## src/rtl/fir_wb_pkg.sv

```systemverilog
// Shared definitions for the FIR accelerator Wishbone driver: register map,
// CTRL bit positions, sequencer state encoding and the bus request record.
package fir_wb_pkg;

  localparam logic [31:0] CTRL_OFS = 32'h0000_0000;
  localparam logic [31:0] TAP_OFS  = 32'h0000_0040;
  localparam logic [31:0] X_OFS    = 32'h0000_0080;
  localparam logic [31:0] Y_OFS    = 32'h0000_0084;

  localparam int CTRL_START_BIT = 0;
  localparam int CTRL_DONE_BIT  = 1;

  typedef logic [3:0] state_t;

  localparam state_t ST_IDLE     = 4'd0;
  localparam state_t ST_TAP_WAIT = 4'd1;
  localparam state_t ST_TAP_WR   = 4'd2;
  localparam state_t ST_GO_WR    = 4'd3;
  localparam state_t ST_X_WAIT   = 4'd4;
  localparam state_t ST_X_WR     = 4'd5;
  localparam state_t ST_POLL_RD  = 4'd6;
  localparam state_t ST_Y_RD     = 4'd7;
  localparam state_t ST_Y_OUT    = 4'd8;
  localparam state_t ST_STOP_WR  = 4'd9;
  localparam state_t ST_FINISH   = 4'd10;

  typedef struct packed {
    logic        we;
    logic [31:0] adr;
    logic [31:0] dat;
  } bus_req_t;

  function automatic logic [31:0] reg_addr(input logic [31:0] base, input logic [31:0] ofs);
    return base + ofs;
  endfunction

  function automatic logic [31:0] ctrl_word(input logic start);
    return 32'(start) << CTRL_START_BIT;
  endfunction

endpackage

```

## src/rtl/wb_fir_driver_if.sv

```systemverilog
// Wishbone classic single-beat bus between the FIR driver (master) and the
// accelerator register window (slave).
interface wb_fir_driver_if;

  logic        wbm_cyc_o;
  logic        wbm_stb_o;
  logic        wbm_we_o;
  logic [3:0]  wbm_sel_o;
  logic [31:0] wbm_adr_o;
  logic [31:0] wbm_dat_o;
  logic [31:0] wbm_dat_i;
  logic        wbm_ack_i;

  modport master (
    output wbm_cyc_o,
    output wbm_stb_o,
    output wbm_we_o,
    output wbm_sel_o,
    output wbm_adr_o,
    output wbm_dat_o,
    input  wbm_dat_i,
    input  wbm_ack_i
  );

  modport slave (
    input  wbm_cyc_o,
    input  wbm_stb_o,
    input  wbm_we_o,
    input  wbm_sel_o,
    input  wbm_adr_o,
    input  wbm_dat_o,
    output wbm_dat_i,
    output wbm_ack_i
  );

endinterface

```

## src/rtl/wb_master_port.sv

```systemverilog
// Single-beat Wishbone request/ack engine: latches one request, holds cyc/stb
// until ack or until the ack timeout expires.
module wb_master_port
  import fir_wb_pkg::*;
#(
  parameter int ACK_TIMEOUT = 255
) (
  input  logic           clk,
  input  logic           rst_n,
  input  logic           req,
  input  bus_req_t       req_data,
  output logic           busy,
  output logic           rsp_valid,
  output logic           timeout,
  output logic [31:0]    rdata,
  wb_fir_driver_if.master wb
);

  localparam int TW = $clog2(ACK_TIMEOUT + 1);

  logic          cyc_q;
  logic          we_q;
  logic [31:0]   adr_q;
  logic [31:0]   dat_q;
  logic [TW-1:0] timer_q;
  logic          ack_seen;

  // Ack only counts while our strobe is up; stray acks between cycles are ignored.
  assign ack_seen  = cyc_q & wb.wbm_ack_i;
  assign timeout   = cyc_q & ~wb.wbm_ack_i & (timer_q == TW'(ACK_TIMEOUT - 1));
  assign rsp_valid = ack_seen;
  assign rdata     = wb.wbm_dat_i;
  assign busy      = cyc_q;

  always_ff @(posedge clk or negedge rst_n) begin
    if (!rst_n) begin
      cyc_q   <= 1'b0;
      we_q    <= 1'b0;
      adr_q   <= '0;
      dat_q   <= '0;
      timer_q <= '0;
    end else if (!cyc_q) begin
      if (req) begin
        cyc_q   <= 1'b1;
        we_q    <= req_data.we;
        adr_q   <= req_data.adr;
        dat_q   <= req_data.dat;
        timer_q <= '0;
      end
    end else if (ack_seen || timeout) begin
      cyc_q <= 1'b0;
    end else begin
      timer_q <= timer_q + TW'(1);
    end
  end

  assign wb.wbm_cyc_o = cyc_q;
  assign wb.wbm_stb_o = cyc_q;
  assign wb.wbm_we_o  = cyc_q & we_q;
  assign wb.wbm_sel_o = cyc_q ? 4'hF : 4'h0;
  assign wb.wbm_adr_o = adr_q;
  assign wb.wbm_dat_o = dat_q;

endmodule

```

## src/rtl/wb_fir_driver.sv

```systemverilog
// FIR job sequencer: loads taps, starts the engine, then streams samples
// through the accelerator register window and forwards each result.
module wb_fir_driver
  import fir_wb_pkg::*;
#(
  parameter int          DATA_WIDTH  = 32,
  parameter int          TAP_NUM     = 16,
  parameter logic [31:0] BASE_ADDR   = 32'h3000_0000,
  parameter int          LEN_W       = 16,
  parameter int          ACK_TIMEOUT = 255,
  parameter int          POLL_MAX    = 1023
) (
  input  logic                  wb_clk_i,
  input  logic                  wb_rst_n_i,
  input  logic                  cfg_start_i,
  input  logic [LEN_W-1:0]      cfg_len_i,
  output logic                  busy_o,
  output logic                  done_o,
  output logic                  err_o,
  input  logic                  tap_valid_i,
  output logic                  tap_ready_o,
  input  logic [DATA_WIDTH-1:0] tap_data_i,
  input  logic                  x_valid_i,
  output logic                  x_ready_o,
  input  logic [DATA_WIDTH-1:0] x_data_i,
  output logic                  y_valid_o,
  input  logic                  y_ready_i,
  output logic [DATA_WIDTH-1:0] y_data_o,
  wb_fir_driver_if.master       wbm
);

  localparam int KW = $clog2(TAP_NUM + 1);
  localparam int PW = $clog2(POLL_MAX + 1);

  state_t                state_q;
  logic [KW-1:0]         k_q;
  logic [LEN_W-1:0]      n_q;
  logic [LEN_W-1:0]      len_q;
  logic [PW-1:0]         poll_q;
  logic [DATA_WIDTH-1:0] y_q;
  logic                  err_q;

  logic                  req;
  bus_req_t              req_data;
  logic                  port_busy;
  logic                  rsp_valid;
  logic                  port_timeout;
  logic [31:0]           rdata;

  wb_master_port #(
    .ACK_TIMEOUT (ACK_TIMEOUT)
  ) u_port (
    .clk       (wb_clk_i),
    .rst_n     (wb_rst_n_i),
    .req       (req),
    .req_data  (req_data),
    .busy      (port_busy),
    .rsp_valid (rsp_valid),
    .timeout   (port_timeout),
    .rdata     (rdata),
    .wb        (wbm)
  );

  // Stream-fed writes issue in the handshake cycle itself so the engine
  // captures the data; register-only accesses issue once the port is idle.
  always_comb begin
    req      = 1'b0;
    req_data = '{we: 1'b0, adr: 32'h0, dat: 32'h0};
    case (state_q)
      ST_TAP_WAIT: begin
        req      = tap_valid_i;
        req_data = '{we: 1'b1,
                     adr: reg_addr(BASE_ADDR, TAP_OFS + (32'(k_q) << 2)),
                     dat: 32'(tap_data_i)};
      end
      ST_GO_WR: begin
        req      = ~port_busy;
        req_data = '{we: 1'b1, adr: reg_addr(BASE_ADDR, CTRL_OFS), dat: ctrl_word(1'b1)};
      end
      ST_X_WAIT: begin
        req      = x_valid_i;
        req_data = '{we: 1'b1, adr: reg_addr(BASE_ADDR, X_OFS), dat: 32'(x_data_i)};
      end
      ST_POLL_RD: begin
        req      = ~port_busy;
        req_data = '{we: 1'b0, adr: reg_addr(BASE_ADDR, CTRL_OFS), dat: 32'h0};
      end
      ST_Y_RD: begin
        req      = ~port_busy;
        req_data = '{we: 1'b0, adr: reg_addr(BASE_ADDR, Y_OFS), dat: 32'h0};
      end
      ST_STOP_WR: begin
        req      = ~port_busy;
        req_data = '{we: 1'b1, adr: reg_addr(BASE_ADDR, CTRL_OFS), dat: ctrl_word(1'b0)};
      end
      default: begin
        req = 1'b0;
      end
    endcase
  end

  // A bus timeout overrides whatever the current state expected next.
  always_ff @(posedge wb_clk_i or negedge wb_rst_n_i) begin
    if (!wb_rst_n_i) begin
      state_q <= ST_IDLE;
      k_q     <= '0;
      n_q     <= '0;
      len_q   <= '0;
      poll_q  <= '0;
      y_q     <= '0;
      err_q   <= 1'b0;
    end else if (port_timeout) begin
      state_q <= ST_IDLE;
      err_q   <= 1'b1;
    end else begin
      case (state_q)
        ST_IDLE: begin
          if (cfg_start_i) begin
            state_q <= ST_TAP_WAIT;
            k_q     <= '0;
            n_q     <= '0;
            len_q   <= cfg_len_i;
            err_q   <= 1'b0;
          end
        end
        ST_TAP_WAIT: begin
          if (tap_valid_i) state_q <= ST_TAP_WR;
        end
        ST_TAP_WR: begin
          if (rsp_valid) begin
            k_q     <= k_q + KW'(1);
            state_q <= (k_q == KW'(TAP_NUM - 1)) ? ST_GO_WR : ST_TAP_WAIT;
          end
        end
        ST_GO_WR: begin
          if (rsp_valid) state_q <= (len_q == '0) ? ST_STOP_WR : ST_X_WAIT;
        end
        ST_X_WAIT: begin
          if (x_valid_i) state_q <= ST_X_WR;
        end
        ST_X_WR: begin
          if (rsp_valid) begin
            poll_q  <= '0;
            state_q <= ST_POLL_RD;
          end
        end
        ST_POLL_RD: begin
          if (rsp_valid) begin
            if (rdata[CTRL_DONE_BIT]) begin
              state_q <= ST_Y_RD;
            end else if (poll_q == PW'(POLL_MAX - 1)) begin
              state_q <= ST_IDLE;
              err_q   <= 1'b1;
            end else begin
              poll_q <= poll_q + PW'(1);
            end
          end
        end
        ST_Y_RD: begin
          if (rsp_valid) begin
            y_q     <= rdata[DATA_WIDTH-1:0];
            state_q <= ST_Y_OUT;
          end
        end
        ST_Y_OUT: begin
          if (y_ready_i) begin
            n_q     <= n_q + LEN_W'(1);
            state_q <= (n_q == len_q - LEN_W'(1)) ? ST_STOP_WR : ST_X_WAIT;
          end
        end
        ST_STOP_WR: begin
          if (rsp_valid) state_q <= ST_FINISH;
        end
        ST_FINISH: begin
          state_q <= ST_IDLE;
        end
        default: begin
          state_q <= ST_IDLE;
        end
      endcase
    end
  end

  assign busy_o      = (state_q != ST_IDLE);
  assign done_o      = (state_q == ST_FINISH);
  assign err_o       = err_q;
  assign tap_ready_o = (state_q == ST_TAP_WAIT);
  assign x_ready_o   = (state_q == ST_X_WAIT);
  assign y_valid_o   = (state_q == ST_Y_OUT);
  assign y_data_o    = y_q;

endmodule

```

## src/flat_wrapper.sv

```systemverilog
// flat-port wrapper written by rule: the top's interface ports become plain ports
module wb_fir_driver_flat import fir_wb_pkg::*;
#(
  parameter int          DATA_WIDTH  = 32,
  parameter int          TAP_NUM     = 16,
  parameter logic [31:0] BASE_ADDR   = 32'h3000_0000,
  parameter int          LEN_W       = 16,
  parameter int          ACK_TIMEOUT = 255,
  parameter int          POLL_MAX    = 1023
)
  (wb_clk_i, wb_rst_n_i, cfg_start_i, cfg_len_i, busy_o, done_o, err_o, tap_valid_i, tap_ready_o, tap_data_i, x_valid_i, x_ready_o, x_data_i, y_valid_o, y_ready_i, y_data_o, wbm_wbm_cyc_o, wbm_wbm_stb_o, wbm_wbm_we_o, wbm_wbm_sel_o, wbm_wbm_adr_o, wbm_wbm_dat_o, wbm_wbm_dat_i, wbm_wbm_ack_i);
  wb_fir_driver_if wbm_i ();
  input  logic wb_clk_i;
  input  logic wb_rst_n_i;
  input  logic cfg_start_i;
  input  logic [LEN_W-1:0] cfg_len_i;
  output logic busy_o;
  output logic done_o;
  output logic err_o;
  input  logic tap_valid_i;
  output logic tap_ready_o;
  input  logic [DATA_WIDTH-1:0] tap_data_i;
  input  logic x_valid_i;
  output logic x_ready_o;
  input  logic [DATA_WIDTH-1:0] x_data_i;
  output logic y_valid_o;
  input  logic y_ready_i;
  output logic [DATA_WIDTH-1:0] y_data_o;
  output wire logic [$bits(wbm_i.wbm_cyc_o)-1:0] wbm_wbm_cyc_o;
  output wire logic [$bits(wbm_i.wbm_stb_o)-1:0] wbm_wbm_stb_o;
  output wire logic [$bits(wbm_i.wbm_we_o)-1:0] wbm_wbm_we_o;
  output wire logic [$bits(wbm_i.wbm_sel_o)-1:0] wbm_wbm_sel_o;
  output wire logic [$bits(wbm_i.wbm_adr_o)-1:0] wbm_wbm_adr_o;
  output wire logic [$bits(wbm_i.wbm_dat_o)-1:0] wbm_wbm_dat_o;
  input wire logic [$bits(wbm_i.wbm_dat_i)-1:0] wbm_wbm_dat_i;
  input wire logic [$bits(wbm_i.wbm_ack_i)-1:0] wbm_wbm_ack_i;
  assign wbm_wbm_cyc_o = wbm_i.wbm_cyc_o;
  assign wbm_wbm_stb_o = wbm_i.wbm_stb_o;
  assign wbm_wbm_we_o = wbm_i.wbm_we_o;
  assign wbm_wbm_sel_o = wbm_i.wbm_sel_o;
  assign wbm_wbm_adr_o = wbm_i.wbm_adr_o;
  assign wbm_wbm_dat_o = wbm_i.wbm_dat_o;
  assign wbm_i.wbm_dat_i = wbm_wbm_dat_i;
  assign wbm_i.wbm_ack_i = wbm_wbm_ack_i;
  wb_fir_driver #(.DATA_WIDTH(DATA_WIDTH), .TAP_NUM(TAP_NUM), .BASE_ADDR(BASE_ADDR), .LEN_W(LEN_W), .ACK_TIMEOUT(ACK_TIMEOUT), .POLL_MAX(POLL_MAX)) u_core (.wb_clk_i(wb_clk_i), .wb_rst_n_i(wb_rst_n_i), .cfg_start_i(cfg_start_i), .cfg_len_i(cfg_len_i), .busy_o(busy_o), .done_o(done_o), .err_o(err_o), .tap_valid_i(tap_valid_i), .tap_ready_o(tap_ready_o), .tap_data_i(tap_data_i), .x_valid_i(x_valid_i), .x_ready_o(x_ready_o), .x_data_i(x_data_i), .y_valid_o(y_valid_o), .y_ready_i(y_ready_i), .y_data_o(y_data_o), .wbm(wbm_i));
endmodule
```

## config.mk

```make
export PLATFORM = sky130hd
export DESIGN_NAME = wb_fir_driver_flat
export DESIGN_NICKNAME = d
export VERILOG_FILES = /design/src/rtl/fir_wb_pkg.sv /design/src/rtl/wb_fir_driver_if.sv /design/src/rtl/wb_master_port.sv /design/src/rtl/wb_fir_driver.sv /design/src/flat_wrapper.sv
export SDC_FILE = /design/constraint.sdc
export NUM_CORES = 1
export LEC_CHECK = 0
export ABC_AREA = 1
export BUFFER_PORTS_ARGS = -buffer_cell sky130_fd_sc_hd__buf_2
export CAP_MARGIN = 10
export CORE_MARGIN = 5
export CORE_UTILIZATION = 25
export CTS_CLUSTER_SIZE = 20
export DETAILED_ROUTE_END_ITERATION = 8
export HOLD_SLACK_MARGIN = 0.03
export PLACE_DENSITY = 0.51
export SYNTH_ARGS = -nofsm -noshare
export SYNTH_HDL_FRONTEND = slang
export SYNTH_HIERARCHICAL = 1
export SYNTH_SLANG_ARGS = --single-unit
```

## constraint.sdc

```tcl
create_clock -name wb_clk_i -period 7.5 [get_ports wb_clk_i]
set_clock_uncertainty 0.15 [all_clocks]
set_input_delay 1.125 -clock wb_clk_i [delete_from_list [all_inputs] [get_ports wb_clk_i]]
set_output_delay 1.125 -clock wb_clk_i [all_outputs]
set_load 0.02 [all_outputs]
```

### Yosys cells after proc, flatten, opt, wreduce, memory -nomap -nowiden

Cells that the tools add are included.

* flip-flop bits (word level): 158
* output and inout bits: 109
* word-level logic and storage cells: 123

* muxes and demuxes: 43
* reduce and logical (&&, ||, !) cells: 19
* bitwise logic cells: 7
* add/subtract/negate cells: 7
* eq/ne operators: 35

Operators with widths (count)
* $pmux 65 s6: 1
* $mux 4: 16
* $mux 10: 4
* $pmux 4 s10: 1
* $add 30x32->32 const A: 1
* $mux 16: 2
* $pmux 16 s2: 1
* $mux 8: 3
* $ne 3x3->1 const B: 8
* $pmux 10 s2: 1
* $add 16x1->16 const B: 1
* $eq 16x16->1: 1
* $eq 4x3->1 const B: 4
* $logic_not 16->1: 1
* $sub 16x1->16 const B: 1
* $ne 2x2->1 const B: 7
* $eq 4x4->1 const B: 3
* $reduce_and 11->1: 1
* $add 10x1->10 const B: 1
* $eq 10x10->1 const B: 1
* $mux 5: 2
* $pmux 5 s2: 1
* $ne 3x2->1 const B: 3
* $add 7x7->8 const A: 1
* other kinds (26): 45

### Depth between registers and ports, before layout

Gate-level depths: netlist (run 1).

* depth in word-level cells: 6
* depth in mapped cells: 17
* mapped depth without buffers: 17

### Modules after synthesis

The synthesis (run 1) kept the hierarchy.

Modules (own cells, without submodules)
* wb_fir_driver: cells each 600, seq. area each 2102.0 um^2, area each 4968.5 um^2, times used 1
* wb_master_port: cells each 389, seq. area each 1851.8 um^2, area each 3333.2 um^2, times used 1

### Least setup slack after synthesis (run 1)

No wires, ideal clock.

* path kind: register to output
* start: reg u_core.state_q[1]
* end: out x_ready_o
* cell stages (with the launch flop): 5
* setup slack: 4.880 ns
* arrival: 1.345 ns
* cell sequence: dfrtp_1 -> inv_2 -> nand2_8 -> nor2_1 -> clkbuf_1

* cells in the longest elaborated chain, start to end: 1

Ends and longest elaborated chain
* start: declaration: RTL line wb_fir_driver.sv:35 `state_t state_q;`
* start signal: assignment: RTL line wb_fir_driver.sv:132 `state_q <= (k_q == KW'(TAP_NUM - 1)) ? ST_GO_WR : ST_TAP_WAIT;`
* start signal: assignment: RTL line wb_fir_driver.sv:136 `if (rsp_valid) state_q <= (len_q == '0) ? ST_STOP_WR : ST_X_WAIT;`
* start signal: assignment: RTL line wb_fir_driver.sv:168 `state_q <= (n_q == len_q - LEN_W'(1)) ? ST_STOP_WR : ST_X_WAIT;`
* $eq 4x3->1: RTL line wb_fir_driver.sv:188 `assign x_ready_o = (state_q == ST_X_WAIT);`
* end: declaration: RTL line flat_wrapper.sv:24 `output logic x_ready_o;`

Every way passes these cells.

### Final worst setup path (run 1)

* start: reg u_core.state_q[0]
* end: out tap_ready_o

* cells in the longest elaborated chain, start to end: 1

Ends and longest elaborated chain
* $eq 4x1->1: RTL line wb_fir_driver.sv:187 `assign tap_ready_o = (state_q == ST_TAP_WAIT);`
* end: declaration: RTL line flat_wrapper.sv:21 `output logic tap_ready_o;`

Every way passes these cells.

==> flow_summary.json, run 1 <==
{
  "drc": 0,
  "num_rows": 66,
  "hold_ws_ns": 0.315,
  "via_per_inst": 4.22,
  "grt_max_degree": 103,
  "synth.cell_area_um2": 8300,
  "cts_tree": "yes",
  "drv_cap": 0,
  "cp_num_cells": 6,
  "grt_pass1_wl_um": 37500,
  "synthMuxAreaShare": 0.0420,
  "die_w_um": 192,
  "period_minus_slack_ns": 3.44,
  "dieArea_um2": 37000,
  "die_h_um": 192,
  "synth_edf_count": 0,
  "layout.nets": 1327,
  "syn_inst": 989,
  "clockBufferDepth": 2,
  "drt_pass1_iterations": 7,
  "ant_nets": 0,
  "grt_pass1_vias": 6957,
  "hold_violations": 0,
  "critPathCapture": "tap_ready_o",
  "antenna_found_initial": 0,
  "io_buffers": 227,
  "critPathLaunch": "u_core/state_q[0]",
  "numCtsBuffers": 17,
  "gr-total-overflow": 0,
  "insertion_delay_ns": 0.44,
  "critPathKind": "reg -> out",
  "r2r_end": "u_core/y_data_o[17]",
  "rsz0062_at_grt": "no",
  "tns_ns": 0,
  "n_antenna_cell": 0,
  "postCtsSetupBuffers": 0,
  "worst-path-buf-inv": 4,
  "drt_iter0_markers": 257,
  "ys_warn_count": 6,
  "relSlewSlack": 0.336,
  "routed_wl_um": 23900,
  "track_usage": 0.129,
  "avgSynthCellArea_um2": 8.39,
  "maxSlewViolCount": 0,
  "clock-sinks": 158,
  "root_buffer": "clkbuf_16",
  "run_status": "finished, final reports clean",
  "cp_max_fo": 33,
  "ys_seq_area_frac": 0.476,
  "io_pins": 228,
  "synth_xor_area_frac": 0.0219,
  "yosys.area_share.simple": 0.276,
  "drive_gt1_frac": 0.289,
  "power.density_nw_per_um2": 409,
  "vias": 6991,
  "min_period_over_period": 0.459,
  "timing.rr.start": "u_core/u_port/timer_q[0]",
  "synthDistinctLibCells": 49,
  "worst_setup_path_end_kind": "primary output",
  "cp_cell_sequence": "inv_2 > nor2_1 > nand2_2 > clkinv_1 > buf_4 > buf_2",
  "cp_slowest_stage_delay_ns": 0.45,
  "crit_required_ns": 6.22,
  "area_growth_pct": 24.3,
  "start_util": 0.254,
  "synth_ff_type": "dfrtp_1",
  "ctsResizeCount": 0,
  "synthAdderAreaFrac": 0.0121,
  "ys_async_sr_fraction": 1.00,
  "cts_max_level": 4,
  "synth_seq_cells": 158,
  "finalSetupViolations": 0,
  "hold_buffers": 0,
  "gp_congestion": 0.812,
  "clk_pin_slew_ns": 0.07,
  "clock.fmax_mhz": 291,
  "reg2reg_depth": 9,
  "dpl.hpwl_um": 17500,
  "synth_top_family_by_area": "simple AND/OR/NAND/NOR gates",
  "tightest_slew_ns": 0.996,
  "coreArea_um2": 32700,
  "startpoint_type": "flip-flop",
  "synth_compound_area_frac": 0.0812,
  "peakVddDrop_mv": 0.157,
  "hp-class": "reg -> reg",
  "crit_arrival_ns": 2.17,
  "leakage_nw": 5.53,
  "reg2reg_slack_ns": 4.50,
  "crit_slowest_cell": "dfrtp_1",
  "drt-wirelength-per-cell_um": 14.5,
  "path_delay_family": "buffers and inverters"
}
## layer usage
metal	wire length, um	track usage	up-vias
met4	342	0.0335	0
met5	0	0	-
met3	972	0.0318	17
met2	12000	0.218	98
li1	-	-	3541
met1	10600	0.165	3335
## layout by cell type (no fill, tap or decap), drive strengths merged, types with 4 or more instances in the layout
cell type | Yosys | final
a22o | 31 | 31
xor2 | 14 | 14
xnor2 | 4 | 4
clkinv | 3 | 6
clkbuf | 7 | 18
a21oi | 23 | 23
dfrtp | 158 | 158
o21ai | 37 | 37
nor2 | 79 | 79
conb | 1 | 24
nor3 | 21 | 21
buf | 58 | 234
mux2 | 31 | 31
nand3 | 47 | 47
inv | 82 | 90
nand2 | 358 | 358
ha | 8 | 8
nand4 | 10 | 10
## cell type report
class	instances	area, um2
fillers	3590	22400
clock buffers	18	429
repair buffers	234	1190
clock inverters	14	173
well taps	442	553
inverters	85	323
flip-flops and latches	158	3950
multi-input cells	704	3690
## kinds of logic (layout without fill, tap and decap cells)
family	count (synthesis)	in the layout
adders and majority gates	8	8
other	1	24
and+or+nand+nor	520	520
AOI/OAI and AO/OA	102	102
xor gates and xnor gates	19	19
buffers and inverters	150	351
DFF	158	158
muxes	31	31
## worst reg2reg max path, stage by stage (launching register included)
cell and delay (ns):
dfrtp_1 0.43, inv_1 0.10, ha_1 0.17, nand2_1 0.06, nor2_1 0.17, nand2_4 0.11
nor3_1 0.35, inv_1 0.19, nand3_2 0.73, mux2_2 0.44
## flip-flops by register name, summed over array words and instances (netlist names)
name,count
u_core/poll_q,10
u_core/u_port/wb.wbm_dat_o,32
u_core/k_q,5
u_core/u_port/timer_q,8
u_core/u_port/busy,1
u_core/y_data_o,32
u_core/len_q,16
u_core/state_q,4
u_core/u_port/we_q,1
u_core/u_port/wb.wbm_adr_o,32
u_core/err_o,1
u_core/n_q,16
## synth_stat cells (8+ instances only)
library cell    n  area (um2)
ha_1            8         100
xor2_1         14         123
o21ai_0        30         150
nand2_2        12        75.1
nand2_1       341        1280
nor3_1         18        90.1
buf_4          45         338
mux2_2         31         349
a22o_1         31         272
inv_1          71         267
a21oi_1        21         105
nand4_1         9        56.3
dfrtp_1       158        3950
nor2_1         65         244
buf_2          13        65.1
nand3_1        44         220
inv_2          10        37.5
## where the power goes
group	switching [mW]	internal [mW]	leakage (nW)
registers	0.198	1.16	2.09
clock network	0.406	0.506	0.295
logic	1.32	0.630	3.14
## per-stage QoR
| stage | utilization | instances | worst slack, ns | cell area [um2] | total power, mW |
|---|---|---|---|---|---|
| after CTS | 0.316 | 1655 | 4.03 | 10300 | 4.31 |
| final | 0.316 | 1655 | 4.06 | 10300 | 4.22 |
| after floorplan | - | 1012 | 4.88 | 8390 | 2.75 |
| after global routing | 0.316 | 1655 | 3.88 | 10300 | 4.57 |
| after global placement | 0.297 | 1623 | 4.18 | 9720 | 3.34 |
| after detailed placement | 0.297 | 1623 | 4.16 | 9720 | 3.36 |
## worst min-delay path by stage
stage | from | endpoint | slack [ns] | cells past startpoint
after detailed placement | u_core/u_port/wb.wbm_dat_o[19] | u_core/u_port/wb.wbm_dat_o[19] | 0.30 | 2
after CTS | u_core/poll_q[3] | u_core/poll_q[3] | 0.32 | 1
after global placement | u_core/u_port/wb.wbm_adr_o[18] | u_core/u_port/wb.wbm_adr_o[18] | 0.30 | 2
final | u_core/u_port/wb.wbm_dat_o[19] | u_core/u_port/wb.wbm_dat_o[19] | 0.32 | 2
after floorplan | u_core/poll_q[3] | u_core/poll_q[3] | 0.28 | 1
after global routing | u_core/u_port/wb.wbm_dat_o[19] | u_core/u_port/wb.wbm_dat_o[19] | 0.34 | 2
No activity file was read; power rests on OpenSTA's default activity.
==> inputs of run 2 (changes only) <==
==> constraint.sdc (replaced) <==
create_clock -name wb_clk_i -period 3.3 [get_ports wb_clk_i]
set_clock_uncertainty 0.15 [all_clocks]
set_input_delay 0.495 -clock wb_clk_i [delete_from_list [all_inputs] [get_ports wb_clk_i]]
set_output_delay 0.495 -clock wb_clk_i [all_outputs]
set_load 0.02 [all_outputs]
==> run 2 against run 1 <==
Flip-flop and latch count did not move. Core utilization hardly changed. Global-route usage increased by 0.050 points. Combinational power up 130%. Final area increased by 0.16%. Sequential share of layout area shrank 0.060 points. Critical path type is now reg -> reg.
==> flow_summary.json, run 2 (synthesized netlist as in run 1, its figures left out) <==
{
  "run_status": "finished, final reports clean",
  "ant_nets": 0,
  "antenna_found_initial": 0,
  "p_int_mw": 5.09,
  "place_inst": 1626,
  "dieArea_um2": 37000,
  "layout_common_cells": "nand2_1, buf_2, dfrtp_1",
  "routed_wl_um": 24100,
  "clock.fmax_mhz": 342,
  "drc": 0,
  "cp_max_fo": 28,
  "startpoint_type": "flip-flop",
  "power.density_nw_per_um2": 913,
  "timing.rr.start": "u_core/u_port/timer_q[0]",
  "dp_worst_setup_slack_ns": 0.0119,
  "vias": 6920,
  "drt_pass1_iterations": 7,
  "worst-path-buf-inv": 5,
  "tightest_slew_ns": 0.741,
  "numCtsBuffers": 17,
  "setup_ws_ns": 0.375,
  "worst_setup_path_end_kind": "flip-flop",
  "critPathKind": "reg -> reg",
  "r2r_end": "u_core/n_q[9]",
  "n_antenna_cell": 0,
  "cp_cell_sequence": "inv_1 > ha_1 > nand2_1 > nor2_1 > nand2_4 > nor3_1 > inv_1 > nand2_2 > inv_2 > nand2_4 > nor2_2 > buf_8 > inv_2 > o21ai_0 > a21oi_1",
  "hold_violations": 0,
  "instances_no_fill": 1658,
  "crit_slowest_cell": "dfrtp_1",
  "postCtsSetupBuffers": 0,
  "period_minus_slack_ns": 2.93,
  "reg2reg_depth": 15,
  "swShare": 0.460,
  "layout_commonest_cell": "nand2_1",
  "insertion_delay_ns": 0.43,
  "via_per_inst": 4.17,
  "dpl.hpwl_um": 18000,
  "min_period_over_period": 0.886,
  "grt_max_degree": 68,
  "track_usage": 0.129,
  "p_comb_frac": 0.478,
  "die_h_um": 192,
  "peakVddDrop_mv": 0.407,
  "drt-wirelength-per-cell_um": 14.6,
  "p_sw_mw": 4.34,
  "cp_num_cells": 15,
  "start_util": 0.254,
  "coreArea_um2": 32700,
  "crit_required_ns": 3.50,
  "drt_iter0_markers": 421,
  "hp-class": "in -> reg",
  "reg2reg_slack_ns": 0.37,
  "grt_pass1_vias": 6747,
  "io_buffers": 227,
  "finalSetupViolations": 0,
  "drive_gt1_frac": 0.291,
  "drv_cap": 0,
  "die_w_um": 192,
  "cp_slowest_stage_delay_ns": 0.42,
  "critPathCapture": "u_core/n_q[9]",
  "layout.nets": 1332,
  "relSlewSlack": 0.506,
  "tns_ns": 0,
  "clkPwrFrac": 0.197,
  "cts_max_level": 4,
  "critPathLaunch": "u_core/u_port/timer_q[0]",
  "leakage_nw": 5.54,
  "clock-sinks": 158,
  "rsz0062_at_grt": "no",
  "holdPathStages": 3,
  "area_growth_pct": 24.5,
  "clk_pin_slew_ns": 0.07,
  "path_delay_family": "simple AND/OR/NAND/NOR gates",
  "maxSlewViolCount": 0,
  "gp_congestion": 0.822,
  "clockBufferDepth": 2,
  "p_seq_frac": 0.326,
  "io_pins": 228,
  "num_rows": 66,
  "crit_arrival_ns": 3.13,
  "cts_tree": "yes",
  "root_buffer": "clkbuf_16",
  "gr-total-overflow": 0,
  "grt_pass1_wl_um": 37600
}
==> run 2: worst min path at each step <==
| stage | from | endpoint | slack [ns] |
|---|---|---|---|
| floorplan | wb_rst_n_i | u_core/err_o | 0.05 |
| global placement | u_core/u_port/wb.wbm_adr_o[27] | u_core/u_port/wb.wbm_adr_o[27] | 0.30 |
| detailed placement | u_core/u_port/wb.wbm_adr_o[6] | u_core/u_port/wb.wbm_adr_o[6] | 0.30 |
| CTS | cfg_len_i[2] | u_core/len_q[2] | 0.09 |
| global route | cfg_len_i[2] | u_core/len_q[2] | 0.12 |
| finish | cfg_len_i[2] | u_core/len_q[2] | 0.12 |
==> run 2: timing repair <==
| item | 4_1_cts | 5_1_grt |
|---|---|---|
| endpoints found under the hold margin | 64 | 0 |
| hold buffers | 1 | 0 |
| resized for setup | 0 | 0 |
==> run 2: per-stage QoR <==
| stage | util | hold WS, ns | power, mW | area (um2) |
|---|---|---|---|---|
| floorplan | - | 0.0494 | 6.24 | 8390 |
| detailed placement | 0.299 | 0.304 | 7.68 | 9780 |
| global route | 0.316 | 0.119 | 10.2 | 10300 |
| CTS | 0.316 | 0.0939 | 9.60 | 10300 |
| global placement | 0.299 | 0.299 | 7.63 | 9780 |
| finish | 0.316 | 0.121 | 9.43 | 10300 |
==> run 2: worst reg2reg max path, stage by stage, from the launching register on <==
cell and delay (ns):
dfrtp_1 0.42, inv_1 0.10, ha_1 0.17, nand2_1 0.06, nor2_1 0.17, nand2_4 0.11, nor3_1 0.41, inv_1 0.21
nand2_2 0.14, inv_2 0.05, nand2_4 0.09, nor2_2 0.09, buf_8 0.17, inv_2 0.25, o21ai_0 0.14, a21oi_1 0.13
==> run 2: area by class of cell <==
cell class                      count  area, um2
Clock buffer                       17        425
Clock inverter                     13        108
Fill cell                        3565      22400
Inverter                           85        323
Multi-Input combinational cell    704       3690
Sequential cell                   158       3950
Tap cell                          442        553
Timing Repair Buffer              239       1280
==> run 2: power by group through the flow <==
stage,Clock [mW],Combinational [mW],Sequential (mW)
after floorplan,0,2.52,3.72
after global placement,0,4.54,3.09
after detailed placement,0,4.57,3.11
after CTS,1.94,4.58,3.08
after global routing,2.00,5.06,3.17
final,1.85,4.51,3.07
==> run 2: metal layers <==
layer,wire length [um],vias up,track usage
li1,-,3549,-
met1,11000,3252,0.172
met2,12100,110,0.217
met3,848,9,0.0258
met4,190,0,0.0315
met5,0,-,0
==> inputs of run 3 (changes only) <==
--- a/config.mk
+++ b/config.mk
@@ -5,7 +5,6 @@
 export SDC_FILE = /design/constraint.sdc
 export NUM_CORES = 1
 export LEC_CHECK = 0
-export ABC_AREA = 1
 export BUFFER_PORTS_ARGS = -buffer_cell sky130_fd_sc_hd__buf_2
 export CAP_MARGIN = 10
 export CORE_MARGIN = 5
==> constraint.sdc (replaced) <==
create_clock -name wb_clk_i -period 2.9 [get_ports wb_clk_i]
set_clock_uncertainty 0.15 [all_clocks]
set_input_delay 0.435 -clock wb_clk_i [delete_from_list [all_inputs] [get_ports wb_clk_i]]
set_output_delay 0.435 -clock wb_clk_i [all_outputs]
set_load 0.02 [all_outputs]
==> run 3 against run 2 <==
Clock power rose by 36%. Cell count fell by 6.4%. Register-to-register slack got worse by 0.24 ns. First-iteration DRC count fell by 36%. Area after synthesis fell by 1.4%. Flip-flop and latch count did not move. Wire length fell by 4.5%. Count of clock-buffer cells in the layout rose by 4. Global-route usage fell by 0.28 points. Setup slack got worse by 0.24 ns. Critical path depth fell by 8. Power rose by 16%. Highest routed layer is now met5.
==> flow_summary.json, run 3 <==
{
  "critPathKind": "reg -> reg",
  "busiest_layer": "met2",
  "drt_pass1_iterations": 4,
  "startpoint_type": "flip-flop",
  "antenna_found_initial": 1,
  "synth_edf_count": 0,
  "min_period_over_period": 0.953,
  "dieArea_um2": 36500,
  "track_usage": 0.127,
  "yosysTopAreaCellShare": 0.483,
  "layout.nets": 1225,
  "io_pins": 228,
  "synth_area_leaders": "dfrtp_1, nand2_1, mux2_2",
  "layout_common_cells": "nand2_1, buf_2, dfrtp_1",
  "yosys-top-cells-count": "nand2_1, dfrtp_1, mux2_2, buf_4, o21ai_0",
  "drive_gt1_frac": 0.332,
  "ant_nets": 0,
  "grt_pass1_wl_um": 36600,
  "routed_wl_um": 23100,
  "maxSlewViolCount": 0,
  "avgSynthCellArea_um2": 9.43,
  "tightest_slew_ns": 0.580,
  "drc": 0,
  "use_met1": 0.160,
  "ys_warn_count": 6,
  "coreArea_um2": 32500,
  "path_delay_family": "simple AND/OR/NAND/NOR gates",
  "synth_seq_cells": 158,
  "synth_ff_type": "dfrtp_1",
  "root_buffer": "clkbuf_16",
  "drt-wirelength-per-cell_um": 14.9,
  "leakage_nw": 5.40,
  "p_seq_frac": 0.320,
  "rsz0062_at_grt": "no",
  "syn_inst": 868,
  "die_w_um": 191,
  "setup_ws_ns": 0.137,
  "grt_max_degree": 66,
  "cts_tree": "yes",
  "relSlewSlack": 0.613,
  "p_sw_mw": 4.49,
  "start_util": 0.252,
  "worst-path-buf-inv": 1,
  "clock.fmax_mhz": 362,
  "synth.cell_area_um2": 8180,
  "crit_arrival_ns": 2.94,
  "synthDistinctLibCells": 73,
  "clock-sinks": 158,
  "period_minus_slack_ns": 2.76,
  "ys_async_sr_fraction": 1.00,
  "die_h_um": 191,
  "cp_num_cells": 7,
  "finalSetupViolations": 0,
  "synth.most_common_cell": "nand2_1",
  "cts_max_level": 4,
  "post-route-util": 0.324,
  "gr-total-overflow": 0,
  "p_int_mw": 6.45,
  "ys_seq_area_frac": 0.483,
  "postCtsSetupBuffers": 0,
  "clkPwrFrac": 0.230,
  "clockBufferDepth": 2,
  "io_buffers": 227,
  "grt_use_met3": 0.0340,
  "gp_congestion": 0.812,
  "swShare": 0.410,
  "num_rows": 66,
  "worst_setup_path_end_kind": "flip-flop",
  "reg2reg_depth": 7,
  "p_comb_frac": 0.450,
  "synth_top_area_cell": "dfrtp_1",
  "cp_cell_sequence": "or3_1 > buf_4 > o21ai_2 > a21oi_1 > or4_1 > or4_4 > a211o_1",
  "dp_worst_setup_slack_ns": -0.0239,
  "via_per_inst": 4.39,
  "holdPathStages": 3,
  "crit_slowest_cell": "or4_4",
  "hp-class": "in -> reg",
  "insertion_delay_ns": 0.43,
  "drv_cap": 0,
  "dpl.hpwl_um": 16800,
  "cp_slowest_stage_delay_ns": 0.51,
  "crit_required_ns": 3.07,
  "power.density_nw_per_um2": 1040,
  "grt_pass1_vias": 6885,
  "layout_commonest_cell": "nand2_1",
  "cp_max_fo": 5,
  "numCtsBuffers": 17,
  "hold_violations": 0,
  "drt_iter0_markers": 268,
  "area_growth_pct": 28.5,
  "peakVddDrop_mv": 0.407,
  "n_antenna_cell": 0,
  "run_status": "finished, final reports clean",
  "vias": 6816,
  "clk_pin_slew_ns": 0.07,
  "met2_usage": 0.214
}
## run 3: what timing repair did
action                                  CTS  global route
endpoints found under the setup margin    1             2
hold buffers                              2             0
pin swaps                                 0             0
hold endpoints to repair                 52             0
resized for setup                         1             3
## run 3: logic make-up (layout without fill, tap and decap cells)
family	count (synthesis)	after routing	synth area share
compound gates	128	128	0.112
simple gates	396	396	0.222
fa+ha+maj	8	8	0.0122
other cells	1	24	0.000458
mux	51	51	0.0690
xor+xnor	29	29	0.0310
flops	158	158	0.483
buf+inv	97	316	0.0705
## run 3: worst paths after layout
path	slack (ns)	to	start
setup reg to reg	0.14	u_core/state_q[2]	u_core/len_q[2]
hold reg to reg	0.31	u_core/u_port/wb.wbm_dat_o[24]	u_core/u_port/wb.wbm_dat_o[24]
max in group asynchronous	1.36	u_core/u_port/wb.wbm_dat_o[19]	wb_rst_n_i
hold / removal	0.06	u_core/len_q[8]	cfg_len_i[8]
min in group asynchronous	0.40	u_core/n_q[15]	wb_rst_n_i
setup / recovery	0.14	u_core/state_q[2]	u_core/len_q[2]
## run 3: final cells by class
class	count	area, um2
repair buffers	267	1500
multi-input cells	636	3780
fillers	3432	21900
flip-flops and latches	158	3950
inverters	18	67.6
clock inverters	10	185
clock buffers	21	470
well taps	442	553
## run 3: tightest hold or removal path, stage by stage
cell	delay (ns)
buf_2	0.07
nand2_1	0.04
o21ai_0	0.06
## run 3: power groups by stage
stage               sequential [mW]  clock [mW]  combinational (mW)
CTS                            3.51        2.62                4.98
global route                   3.64        2.70                5.44
floorplan                      4.16           0                2.70
finish                         3.50        2.52                4.92
detailed placement             3.55           0                4.95
global placement               3.51           0                4.93
## run 3: per-layer routing
metal  vias to the layer above  part of all wire
met2                       192              0.47
met4                         2            0.0090
li1                       3390                 -
met5                         -           0.00056
met3                        13             0.068
met1                      3219              0.45
## run 3: stage by stage
step | instance area (um2) | hold slack [ns] | TNS, ns | instances | total power, mW
2_1_floorplan | 8270 | -0.0106 | 0 | 891 | 6.86
3_3_place_gp | 9820 | 0.303 | 0 | 1519 | 8.44
3_5_place_dp | 9820 | 0.299 | -0.0239 | 1519 | 8.51
4_1_cts | 10500 | 0.0329 | 0 | 1552 | 11.1
5_1_grt | 10500 | 0.0577 | 0 | 1552 | 11.8
6_report | 10500 | 0.0618 | 0 | 1552 | 10.9
